`src/rtl/vlogic_seq_ctrl.sv`:
```
// Sequencer for the vector bitwise-logic datapath (AND/OR/XOR).
// Walks an LMUL register group one VLEN_BITS beat at a time: read vs1/vs2,
// then write op(vs2, vs1) to vd under a tail byte-enable mask.
// Optional feature: define VLOGIC_SEQ_PERF_EN to add perf_insts/perf_busy counters.
module vlogic_seq_ctrl #(
   parameter int unsigned VLEN_BITS = 128,
   parameter int unsigned NREG_BITS = 5
) (
   input  logic                   clk,
   input  logic                   rst_n,
   input  logic                   issue_valid,
   output logic                   issue_ready,
   input  logic [1:0]             issue_op,
   input  logic                   issue_sew,
   input  logic [1:0]             issue_lmul,
   input  logic [6:0]             issue_vl,
   input  logic [NREG_BITS-1:0]   issue_vd,
   input  logic [NREG_BITS-1:0]   issue_vs1,
   input  logic [NREG_BITS-1:0]   issue_vs2,
   output logic                   rd_en,
   output logic [NREG_BITS-1:0]   rd_addr1,
   output logic [NREG_BITS-1:0]   rd_addr2,
   input  logic [VLEN_BITS-1:0]   rd_data1,
   input  logic [VLEN_BITS-1:0]   rd_data2,
   output logic                   wr_en,
   output logic [NREG_BITS-1:0]   wr_addr,
   output logic [VLEN_BITS-1:0]   wr_data,
   output logic [VLEN_BITS/8-1:0] wr_be,
   output logic                   done,
   output logic                   err
`ifdef VLOGIC_SEQ_PERF_EN
   ,
   output logic [31:0]            perf_insts,
   output logic [31:0]            perf_busy
`endif
);

   localparam int unsigned NBYTES = VLEN_BITS / 8;
   localparam int unsigned E8     = VLEN_BITS / 8;
   localparam int unsigned E32    = VLEN_BITS / 32;

   typedef enum logic [1:0] {StIdle, StRd, StWb, StDone} state_e;

   state_e               state_q;
   logic [1:0]           beat_q;
   logic [1:0]           op_q;
   logic                 sew_q;
   logic [1:0]           lmul_q;
   logic [6:0]           vl_q;
   logic [NREG_BITS-1:0] vd_q;
   logic [NREG_BITS-1:0] vs1_q;
   logic [NREG_BITS-1:0] vs2_q;

   logic [1:0]           issue_mask;
   logic                 issue_illegal;
   logic [1:0]           next_beat;
   logic                 last_beat;

   // Low index bits that must be zero for a group of 2^lmul registers; also the last beat index.
   function automatic logic [1:0] grp_mask(input logic [1:0] lmul);
      unique case (lmul)
         2'd1:    grp_mask = 2'b01;
         2'd2:    grp_mask = 2'b11;
         default: grp_mask = 2'b00;
      endcase
   endfunction

   // Byte b of the beat is written while its element index is below vl.
   function automatic logic [NBYTES-1:0] tail_be(input logic [1:0] beat, input logic sew,
                                                 input logic [6:0] vl);
      logic [NBYTES-1:0] be;
      int unsigned       idx;
      be = '0;
      for (int unsigned j = 0; j < NBYTES; j++) begin
         idx   = sew ? (32'(beat) * E32 + j / 4) : (32'(beat) * E8 + j);
         be[j] = (idx < 32'(vl));
      end
      return be;
   endfunction

   // Decode legality of the offered instruction and beat bookkeeping.
   always_comb begin
      issue_mask    = grp_mask(issue_lmul);
      issue_illegal = (issue_op == 2'b11) || (issue_lmul == 2'b11) ||
                      ((issue_vd[1:0] & issue_mask) != 2'b00) ||
                      ((issue_vs1[1:0] & issue_mask) != 2'b00) ||
                      ((issue_vs2[1:0] & issue_mask) != 2'b00);
      next_beat     = beat_q + 2'd1;
      last_beat     = (beat_q == grp_mask(lmul_q));
   end

   // Sequencer FSM with registered strobes, addresses and enables.
   always_ff @(posedge clk) begin
      if (!rst_n) begin
         state_q     <= StIdle;
         beat_q      <= 2'd0;
         op_q        <= 2'd0;
         sew_q       <= 1'b0;
         lmul_q      <= 2'd0;
         vl_q        <= 7'd0;
         vd_q        <= '0;
         vs1_q       <= '0;
         vs2_q       <= '0;
         issue_ready <= 1'b1;
         rd_en       <= 1'b0;
         rd_addr1    <= '0;
         rd_addr2    <= '0;
         wr_en       <= 1'b0;
         wr_addr     <= '0;
         wr_be       <= '0;
         done        <= 1'b0;
         err         <= 1'b0;
      end else begin
         rd_en <= 1'b0;
         wr_en <= 1'b0;
         done  <= 1'b0;
         err   <= 1'b0;
         unique case (state_q)
            StIdle: begin
               if (issue_valid) begin
                  op_q        <= issue_op;
                  sew_q       <= issue_sew;
                  lmul_q      <= issue_lmul;
                  vl_q        <= issue_vl;
                  vd_q        <= issue_vd;
                  vs1_q       <= issue_vs1;
                  vs2_q       <= issue_vs2;
                  beat_q      <= 2'd0;
                  issue_ready <= 1'b0;
                  if (issue_illegal || (issue_vl == 7'd0)) begin
                     state_q <= StDone;
                     done    <= 1'b1;
                     err     <= issue_illegal;
                  end else begin
                     state_q  <= StRd;
                     rd_en    <= 1'b1;
                     rd_addr1 <= issue_vs1;
                     rd_addr2 <= issue_vs2;
                  end
               end
            end
            StRd: begin
               state_q <= StWb;
               wr_en   <= 1'b1;
               wr_addr <= vd_q + NREG_BITS'(beat_q);
               wr_be   <= tail_be(beat_q, sew_q, vl_q);
            end
            StWb: begin
               if (last_beat) begin
                  state_q <= StDone;
                  done    <= 1'b1;
               end else begin
                  state_q  <= StRd;
                  beat_q   <= next_beat;
                  rd_en    <= 1'b1;
                  rd_addr1 <= vs1_q + NREG_BITS'(next_beat);
                  rd_addr2 <= vs2_q + NREG_BITS'(next_beat);
               end
            end
            StDone: begin
               state_q     <= StIdle;
               issue_ready <= 1'b1;
            end
            default: state_q <= StIdle;
         endcase
      end
   end

   // Write data comes straight from this cycle's read data; zero outside a write beat.
   always_comb begin
      wr_data = '0;
      if (wr_en) begin
         unique case (op_q)
            2'b00:   wr_data = rd_data2 & rd_data1;
            2'b01:   wr_data = rd_data2 | rd_data1;
            2'b10:   wr_data = rd_data2 ^ rd_data1;
            default: wr_data = '0;
         endcase
      end
   end

`ifdef VLOGIC_SEQ_PERF_EN
   // Completed-instruction and busy-cycle counters, free-running modulo 2^32.
   always_ff @(posedge clk) begin
      if (!rst_n) begin
         perf_insts <= 32'd0;
         perf_busy  <= 32'd0;
      end else begin
         if (state_q != StIdle) perf_busy <= perf_busy + 32'd1;
         if (state_q == StDone) perf_insts <= perf_insts + 32'd1;
      end
   end
`endif

endmodule
```
`config.mk`:
```
export PLATFORM = sky130hd
export DESIGN_NAME = vlogic_seq_ctrl
export DESIGN_NICKNAME = d
export VERILOG_FILES = /design/src/rtl/vlogic_seq_ctrl.sv
export SDC_FILE = /design/constraint.sdc
export NUM_CORES = 1
export LEC_CHECK = 0
export CAP_MARGIN = 25
export CELL_PAD_IN_SITES_DETAIL_PLACEMENT = 1
export CELL_PAD_IN_SITES_GLOBAL_PLACEMENT = 1
export CORE_MARGIN = 4
export CORE_UTILIZATION = 34
export DETAILED_ROUTE_END_ITERATION = 10
export PLACE_DENSITY = 0.95
export SETUP_SLACK_MARGIN = 0.05
export SLEW_MARGIN = 20
export SYNTH_ARGS = -nofsm -noshare
export SYNTH_HDL_FRONTEND = slang
export SYNTH_SLANG_ARGS = --single-unit
```
`constraint.sdc`:
```
create_clock -name clk -period 5.7 [get_ports clk]
set_input_delay 1.71 -clock clk [delete_from_list [all_inputs] [get_ports clk]]
set_output_delay 1.71 -clock clk [all_outputs]
set_load 0.03 [all_outputs]
```
==> flow_summary.yaml, run 1 <==
worst_setup_path:
  start_kind: "primary input"
  r2r_start: "beat_q[1]"
  r2r_slack_ns: 3.38
  cp-end-kind: "primary output"
  cp-startpoint: "rd_data1[45]"
  slowest_stage: "clkdlybuf4s50_1"
  critPathMostFrequentCell: "clkdlybuf4s50_1"
  cp_cell_sequence: "clkdlybuf4s50_1 > inv_1 > ha_1 > mux2i_1 > o22ai_1 > and2_1 > clkdlybuf4s50_1"
  cp_max_fo: 2
  cpPeakStageDelay_ns: 0.72
  crit_end: "wr_data[45]"
  reg2reg_depth: 8
  critPathKind: "in2out"
  cp.required_ns: 3.99
  critical_path_arrival_ns: 3.78
  r2r_end: "wr_be[12]"
clock_tree:
  htree_num_levels: 3
  worstSkewPairLatency_ns: 0.34
  cts.sinks: 67
  clockRootBuffer: "clkbuf_16"
  cts_tree: "built"
  post-cts-setup-buffers: 0
  hold_buffers: 0
  cts-resized-gates: 0
  cts_buffer_depth: 2
  cts-buffers-inserted: 9
  clk_pin_slew_ns: 0.06
layout:
  nets: 2352
  multi_input_area_um2: 7960
  synthToLayoutAreaGrowth_pct: 47.5
  post-route-util_pct: 51.3
  post_route_cells_drive_above_1_share_pct: 2.34
  layout_commonest_cell: "clkdlybuf4s50_1"
  final_cells: 2192
  regArea_um2: 1350
  fillCellCount: 3677
  layout_common_cells: "clkdlybuf4s50_1, inv_1, ha_1"
routing:
  wirelength_um: 44900
  met3_length_um: 3270
  dr.pass1.iters: 4
  vias: 11600
  remaining_drc_errors: 0
  highest_layer: "met4"
  dr_wl_met2_um: 23400
  first_iter_violations: 479
  wl_met1_um: 16300
  wire_per_inst_um: 20.5
  antenna_left: 0
  avgViaCountPerCell: 5.27
grt:
  antenna_found_initial: 4
  globalRouteTotalUtil_pct: 24.2
  grt_pass1_wl_um: 66900
  grt_overflow: 0
  first_global_vias: 12600
  grt_max_degree: 91
logic_synthesis:
  synth_cells: 1397
  syn_area_per_cell_um2: 7.68
  synth_nets: 1962
  synth_area_um2: 10700
  ys_warn_count: 0
  seq_area_frac_synth_pct: 12.5
  ys_ff_latch: 67
  ys_types: 44
timing:
  worst_pin_slew_ns: 0.845
  hold_viol: 0
  max_freq_ghz: 0.182
  slew_headroom_pct: 43.7
  rsz0062_at_grt: "false"
  fin_skew_ns: 0.00874
  finalSetupTns_ns: 0
  finalMaxSlewViolations: 0
  finalCritPeriodShare_pct: 96.3
  setup_viol: 0
  period_needed_ns: 5.49
run_status:
  status: "finished, final reports clean"
floorplan:
  io_pins: 450
  floorplan.initialDensity_pct: 34.8
  num_rows: 64
  dieArea_um2: 34500
  die_width_um: 186
  core-area_um2: 30800
  die_y_um: 186
power:
  p_leak_nw: 7.39
  irDropWorstVdd_v: 0.000220
  p_per_area_nw_per_um2: 146
place:
  dp_cells: 2171
  io_buffers: 449
  gp_congestion: 0.875
  hpwl_um: 35500
job:
  drv_cap: 0
hold_path:
  min_path_type: "reg2reg"
[state kept, by name, summed over array words and instances (netlist names), 2 cells and up]
name      flops
vd_q          5
wr_be        16
wr_addr       5
state_q       2
beat_q        2
vs1_q         5
rd_addr2      5
lmul_q        2
vs2_q         5
vl_q          7
op_q          2
rd_addr1      5
[through the flow]
step                hold slack (ns)  instance area [um^2]  setup WS [ns]  power (W)
finish                        0.466                 15800          0.211    0.00231
global route                  0.492                 15800          0.150    0.00244
CTS                           0.465                 15800          0.209    0.00231
detailed placement            0.452                 15500          0.209    0.00170
global placement              0.440                 15500          0.244    0.00162
floorplan                     0.436                 10700           1.51    0.00119
[power by group]
part / internal, W / switching [W] / leakage (nW)
logic: 0.000537 / 0.000605 / 6.69
registers: 0.000512 / 0.0000577 / 0.550
clock network: 0.000377 / 0.000221 / 0.153
[worst min-delay path by stage]
stage	cells past startpoint	startpoint	to	slack [ns]
floorplan	2	lmul_q[0]	lmul_q[0]	0.44
global placement	2	wr_be[15]	wr_be[15]	0.44
detailed placement	2	wr_be[11]	wr_be[11]	0.45
CTS	2	vl_q[5]	vl_q[5]	0.47
global route	2	wr_addr[0]	wr_addr[0]	0.49
finish	2	vl_q[5]	vl_q[5]	0.47
[cells by family (layout without fill, tap and decap cells)]
family / Yosys count / count (layout) / share of synthesized area, %
AO/OA/AOI/OAI: 265 / 265 / 15.0
XOR/XNOR: 9 / 9 / 0.734
adder cells (fa/ha/maj): 279 / 279 / 32.7
buffers and inverters: 366 / 761 / 13.4
flip-flops: 67 / 67 / 12.5
multiplexers: 130 / 130 / 12.1
other: 0 / 4 / 0
AND/OR/NAND/NOR: 281 / 281 / 13.5
[routing by layer]
layer,global-route usage [%],up-vias
li1,-,5391
met1,24.4,5626
met2,47.1,436
met3,6.04,103
met4,9.68,0
met5,0,-
[layout make-up]
class	instances	area share (%)
Inverter	283	6.71
Clock buffer	11	1.67
Timing Repair Buffer	462	29.2
Antenna cell	4	0.0632
Tap cell	396	3.13
Sequential cell	67	8.55
Multi-Input combinational cell	964	50.3
Clock inverter	5	0.372
[critical path, delay by kind of cell]
| family | cells | cell delay [ns] |
|---|---|---|
| AO/OA/AOI/OAI | 1 | 0.29 |
| adder cells (fa/ha/maj) | 1 | 0.27 |
| buffers and inverters | 3 | 1.26 |
| multiplexers | 1 | 0.07 |
| AND/OR/NAND/NOR | 1 | 0.17 |
[cells in the mapped netlist, drive strengths merged]
library cell | instances | area, um^2
clkbuf | 36 | 135
ha | 276 | 3450
nor4 | 1 | 6.26
a31o | 1 | 8.76
nor2 | 27 | 104
a31oi | 5 | 31.3
nand2b | 3 | 18.8
nor3 | 4 | 20.0
o31ai | 2 | 15.0
dfxtp | 67 | 1340
nand3b | 2 | 15.0
a22oi | 3 | 22.5
a221oi | 1 | 8.76
a211o | 1 | 8.76
o21a | 1 | 7.51
or2 | 1 | 6.26
o21bai | 4 | 30.0
nand2 | 97 | 364
o21ai | 25 | 125
or3 | 3 | 18.8
nor2b | 4 | 25.0
a21boi | 1 | 7.51
inv | 283 | 1060
a311oi | 5 | 43.8
a21o | 6 | 45.0
nand3 | 5 | 37.5
mux2i | 130 | 1300
fa | 3 | 60.1
a211oi | 7 | 52.6
xnor2 | 5 | 43.8
buf | 47 | 241
and2 | 130 | 813
nand4 | 4 | 25.0
xor2 | 4 | 35.0
o211a | 2 | 20.0
a21oi | 72 | 372
o22ai | 129 | 807
No activity file was read; power rests on OpenSTA's default activity.
==> inputs of run 2 (changes only) <==
- CORE_AREA: unset -> 4 4 170 172
- CORE_MARGIN: 4 -> unset
- CORE_UTILIZATION: 34 -> unset
- CTS_CLUSTER_SIZE: unset -> 10
- DIE_AREA: unset -> 0 0 174 176
- DONT_BUFFER_PORTS: unset -> 1
- PLACE_DENSITY: 0.95 -> 0.78
- SLEW_MARGIN: 20 -> unset
==> flow_summary.yaml, run 2 (synthesized netlist as in run 1, its figures left out) <==
hold_path:
  min_path_type: "reg2reg"
  hold_start: "vl_q[4]"
grt:
  antenna_found_initial: 0
  globalRouteTotalUtil_pct: 21.6
  use_met3_pct: 6.87
  grt_max_degree: 95
  grt_overflow: 0
  first_global_vias: 10100
  grt_util_met2_pct: 38.7
  grtUsageMet1_pct: 23.6
  busiest_layer: "met2"
  grt_pass1_wl_um: 54200
clock_tree:
  hold_buffers: 0
  post-cts-setup-buffers: 0
  clockRootBuffer: "clkbuf_16"
  worstSkewPairLatency_ns: 0.33
  cts-buffers-inserted: 9
  cts_buffer_depth: 2
  clk_pin_slew_ns: 0.06
  cts-resized-gates: 0
  cts_tree: "built"
  htree_num_levels: 3
  cts.sinks: 67
place:
  dp_cells: 1671
  placed_area_um2: 10900
  hpwl_um: 28400
  io_buffers: 0
  gp_congestion: 0.834
floorplan:
  num_rows: 61
  die_width_um: 174
  core-area_um2: 27500
  die_y_um: 176
  io_pins: 450
  dieArea_um2: 30600
  floorplan.initialDensity_pct: 39.1
run_status:
  status: "finished, final reports clean"
timing:
  finalMaxSlewViolations: 0
  hold_viol: 0
  period_needed_ns: 4.59
  slew_headroom_pct: 32.2
  finalCritPeriodShare_pct: 80.6
  rsz0062_at_grt: "false"
  fin_skew_ns: 0.00505
  setup_viol: 0
  finalSetupTns_ns: 0
  worst_pin_slew_ns: 1.01
  max_freq_ghz: 0.218
routing:
  remaining_drc_errors: 0
  wirelength_um: 35200
  dr.pass1.iters: 4
  first_iter_violations: 452
  wire_per_inst_um: 20.9
  vias: 9542
  antenna_left: 0
  avgViaCountPerCell: 5.66
layout:
  post_route_cells_drive_above_1_share_pct: 2.76
  final_cells: 1687
  final_cell_area_um2: 11300
  largest_reg_flops: 16
  layout_common_cells: "inv_1, ha_1, mux2i_1, and2_1, o22ai_1"
  antennaDiodeCount: 0
  multi_input_area_um2: 7960
  largest-register: "wr_be"
  reg.largest.list: "wr_be x16, vl_q x7"
  synthToLayoutAreaGrowth_pct: 5.02
  post-route-util_pct: 41.0
  fillCellCount: 3387
  regArea_um2: 1350
  nets: 1901
  layout_commonest_cell: "inv_1"
worst_setup_path:
  start_kind: "primary input"
  critPathKind: "in2out"
  r2r_start: "beat_q[1]"
  cp-end-kind: "primary output"
  r2r_slack_ns: 3.40
  cp-startpoint: "rd_data1[6]"
  critical_path_arrival_ns: 2.88
  cp_max_fo: 2
  cp.required_ns: 3.99
power:
  irDropWorstVdd_v: 0.000195
  power_w: 0.00195
  p_leak_nw: 5.71
  p_per_area_nw_per_um2: 173
job:
  drv_cap: 0
-- run 2: worst max-delay path, cell delays in order --
cell and delay (ns):
inv_1 0.02, ha_1 0.27, mux2i_1 0.06, o22ai_1 0.28, and2_1 0.53
-- run 2: power breakdown --
group | internal [W] | leakage, nW | total [W] | switching, W
sequential | 0.000512 | 0.550 | 0.000624 | 0.000112
clock | 0.000406 | 0.159 | 0.000610 | 0.000204
combinational | 0.000281 | 5.00 | 0.000717 | 0.000437
-- run 2: cell type report --
class                   instances  share of cell area (%)
inverters                     283                    9.42
flip-flops and latches         67                    12.0
well taps                     346                    3.84
multi-input cells             964                    70.6
repair buffers                 11                    1.20
clock buffers                  12                    2.28
clock inverters                 4                   0.644
-- run 2: metal layers --
metal	vias to the layer above	wire [um]
li1	4462	-
met1	4673	13100
met2	329	17500
met3	78	3080
met4	0	1510
met5	-	0
-- run 2: final timing paths --
check | cells after the start | endpoint
max reg2reg | 8 | wr_be[4]
min | 2 | vl_q[4]
max | 5 | wr_data[6]
min reg2reg | 2 | vl_q[4]
-- run 2: through the flow --
step           worst slack (ns)  hold WS, ns
2_1_floorplan              1.51        0.436
3_5_place_dp               1.10        0.453
6_report                   1.11        0.463
4_1_cts                    1.10        0.461
3_3_place_gp               1.08        0.446
5_1_grt                    1.07        0.494
==> inputs of run 3 (changes only) <==
- CORE_AREA: 4 4 170 172 -> 4 4 171 173
- DIE_AREA: 0 0 174 176 -> 0 0 175 177
- clock period: 5.7 -> 4.6 ns (I/O delays scaled with it)
==> flow_summary.yaml, run 3 (synthesized netlist as in run 1, its figures left out) <==
power:
  p_leak_nw: 5.71
  p_per_area_nw_per_um2: 209
  irDropWorstVdd_v: 0.000258
timing:
  hold_viol: 0
  finalMaxSlewViolations: 0
  max_freq_ghz: 0.252
  finalCritPeriodShare_pct: 86.1
  slew_headroom_pct: 31.1
  rsz0062_at_grt: "false"
  fin_skew_ns: 0.00758
  finalSetupTns_ns: 0
  setup_viol: 0
  worst_pin_slew_ns: 1.03
  worst_slack_ns: 0.639
  period_needed_ns: 3.96
floorplan:
  die_width_um: 175
  core-area_um2: 27600
  num_rows: 61
  die_y_um: 177
  dieArea_um2: 31000
  floorplan.initialDensity_pct: 38.8
  io_pins: 450
job:
  drv_cap: 0
layout:
  layout_commonest_cell: "inv_1"
  largest_reg_flops: 16
  antennaDiodeCount: 0
  final_cells: 1722
  fillCellCount: 3458
  nets: 1904
  post_route_cells_drive_above_1_share_pct: 3.05
  layout_common_cells: "inv_1, ha_1, mux2i_1, and2_1, o22ai_1"
  synthToLayoutAreaGrowth_pct: 5.39
  final_cell_area_um2: 11300
  reg.largest.list: "wr_be x16, vl_q x7"
  largest-register: "wr_be"
place:
  io_buffers: 0
  placed_area_um2: 11000
  gp_congestion: 0.834
  preCtsSetupSlack_ns: 0.563
  dp_cells: 1705
  hpwl_um: 28900
clock_tree:
  cts-resized-gates: 0
  cts-buffers-inserted: 9
  worstSkewPairLatency_ns: 0.33
  hold_buffers: 0
  cts.sinks: 67
  cts_buffer_depth: 2
  clk_pin_slew_ns: 0.05
  cts_tree: "built"
  htree_num_levels: 3
  post-cts-setup-buffers: 0
  clockRootBuffer: "clkbuf_16"
routing:
  vias: 9503
  first_iter_violations: 424
  wire_per_inst_um: 20.6
  wirelength_um: 35600
  avgViaCountPerCell: 5.52
  remaining_drc_errors: 0
  dr.pass1.iters: 5
  antenna_left: 0
worst_setup_path:
  start_kind: "primary input"
  cp_max_fo: 2
  r2r_start: "beat_q[0]"
  cp-startpoint: "rd_data1[8]"
  cp-end-kind: "primary output"
  cp.required_ns: 3.22
  reg2reg_depth: 8
  critPathKind: "in2out"
  critical_path_arrival_ns: 2.58
run_status:
  status: "finished, final reports clean"
hold_path:
  hold_start: "vl_q[5]"
  whs_path_depth: 2
  min_path_type: "reg2reg"
grt:
  grt_overflow: 0
  first_global_vias: 10200
  grt_pass1_wl_um: 54500
  grt_max_degree: 106
  antenna_found_initial: 0
  globalRouteTotalUtil_pct: 21.5
-- run 3: report_power, final --
part | switching [W] | internal [W] | total (W)
logic | 0.000548 | 0.000348 | 0.000896
registers | 0.000127 | 0.000634 | 0.000761
clock network | 0.000260 | 0.000450 | 0.000710
-- run 3: path summary, 6_finish.rpt --
| check | slack (ns) | end |
|---|---|---|
| worst max-delay path | 0.64 | wr_data[8] |
| worst max register to register | 2.35 | rd_addr1[4] |
| worst min register to register | 0.46 | vl_q[5] |
| worst min-delay path | 0.46 | vl_q[5] |
-- run 3: per-layer routing --
layer  share of wire [%]  global-route usage (%)
met5                   0                       0
met3                 9.4                    7.33
met2                  51                    39.8
met1                  35                    22.1
met4                 4.5                    9.30
-- run 3: worst max-delay path, cell delays in order --
cell     delay [ns]
inv_1          0.02
ha_1           0.27
mux2i_1        0.07
o22ai_1        0.38
and2_1         0.46
-- run 3: area by class of cell --
| class | count | area [um^2] | area share (%) |
|---|---|---|---|
| multi-input combinational | 964 | 7960 | 70.4 |
| tap | 378 | 473 | 4.18 |
| inverter | 283 | 1060 | 9.39 |
| clock buffer | 10 | 250 | 2.21 |
| timing repair buffer | 14 | 150 | 1.33 |
| clock inverter | 6 | 62.6 | 0.553 |
| sequential | 67 | 1350 | 12.0 |
-- run 3: metrics by stage --
stage	utilization (%)	total power, W	hold slack (ns)
2_1_floorplan	-	0.00147	0.436
3_3_place_gp	39.8	0.00161	0.446
3_5_place_dp	39.8	0.00167	0.461
4_1_cts	40.9	0.00239	0.466
5_1_grt	40.9	0.00254	0.487
6_report	40.9	0.00237	0.465
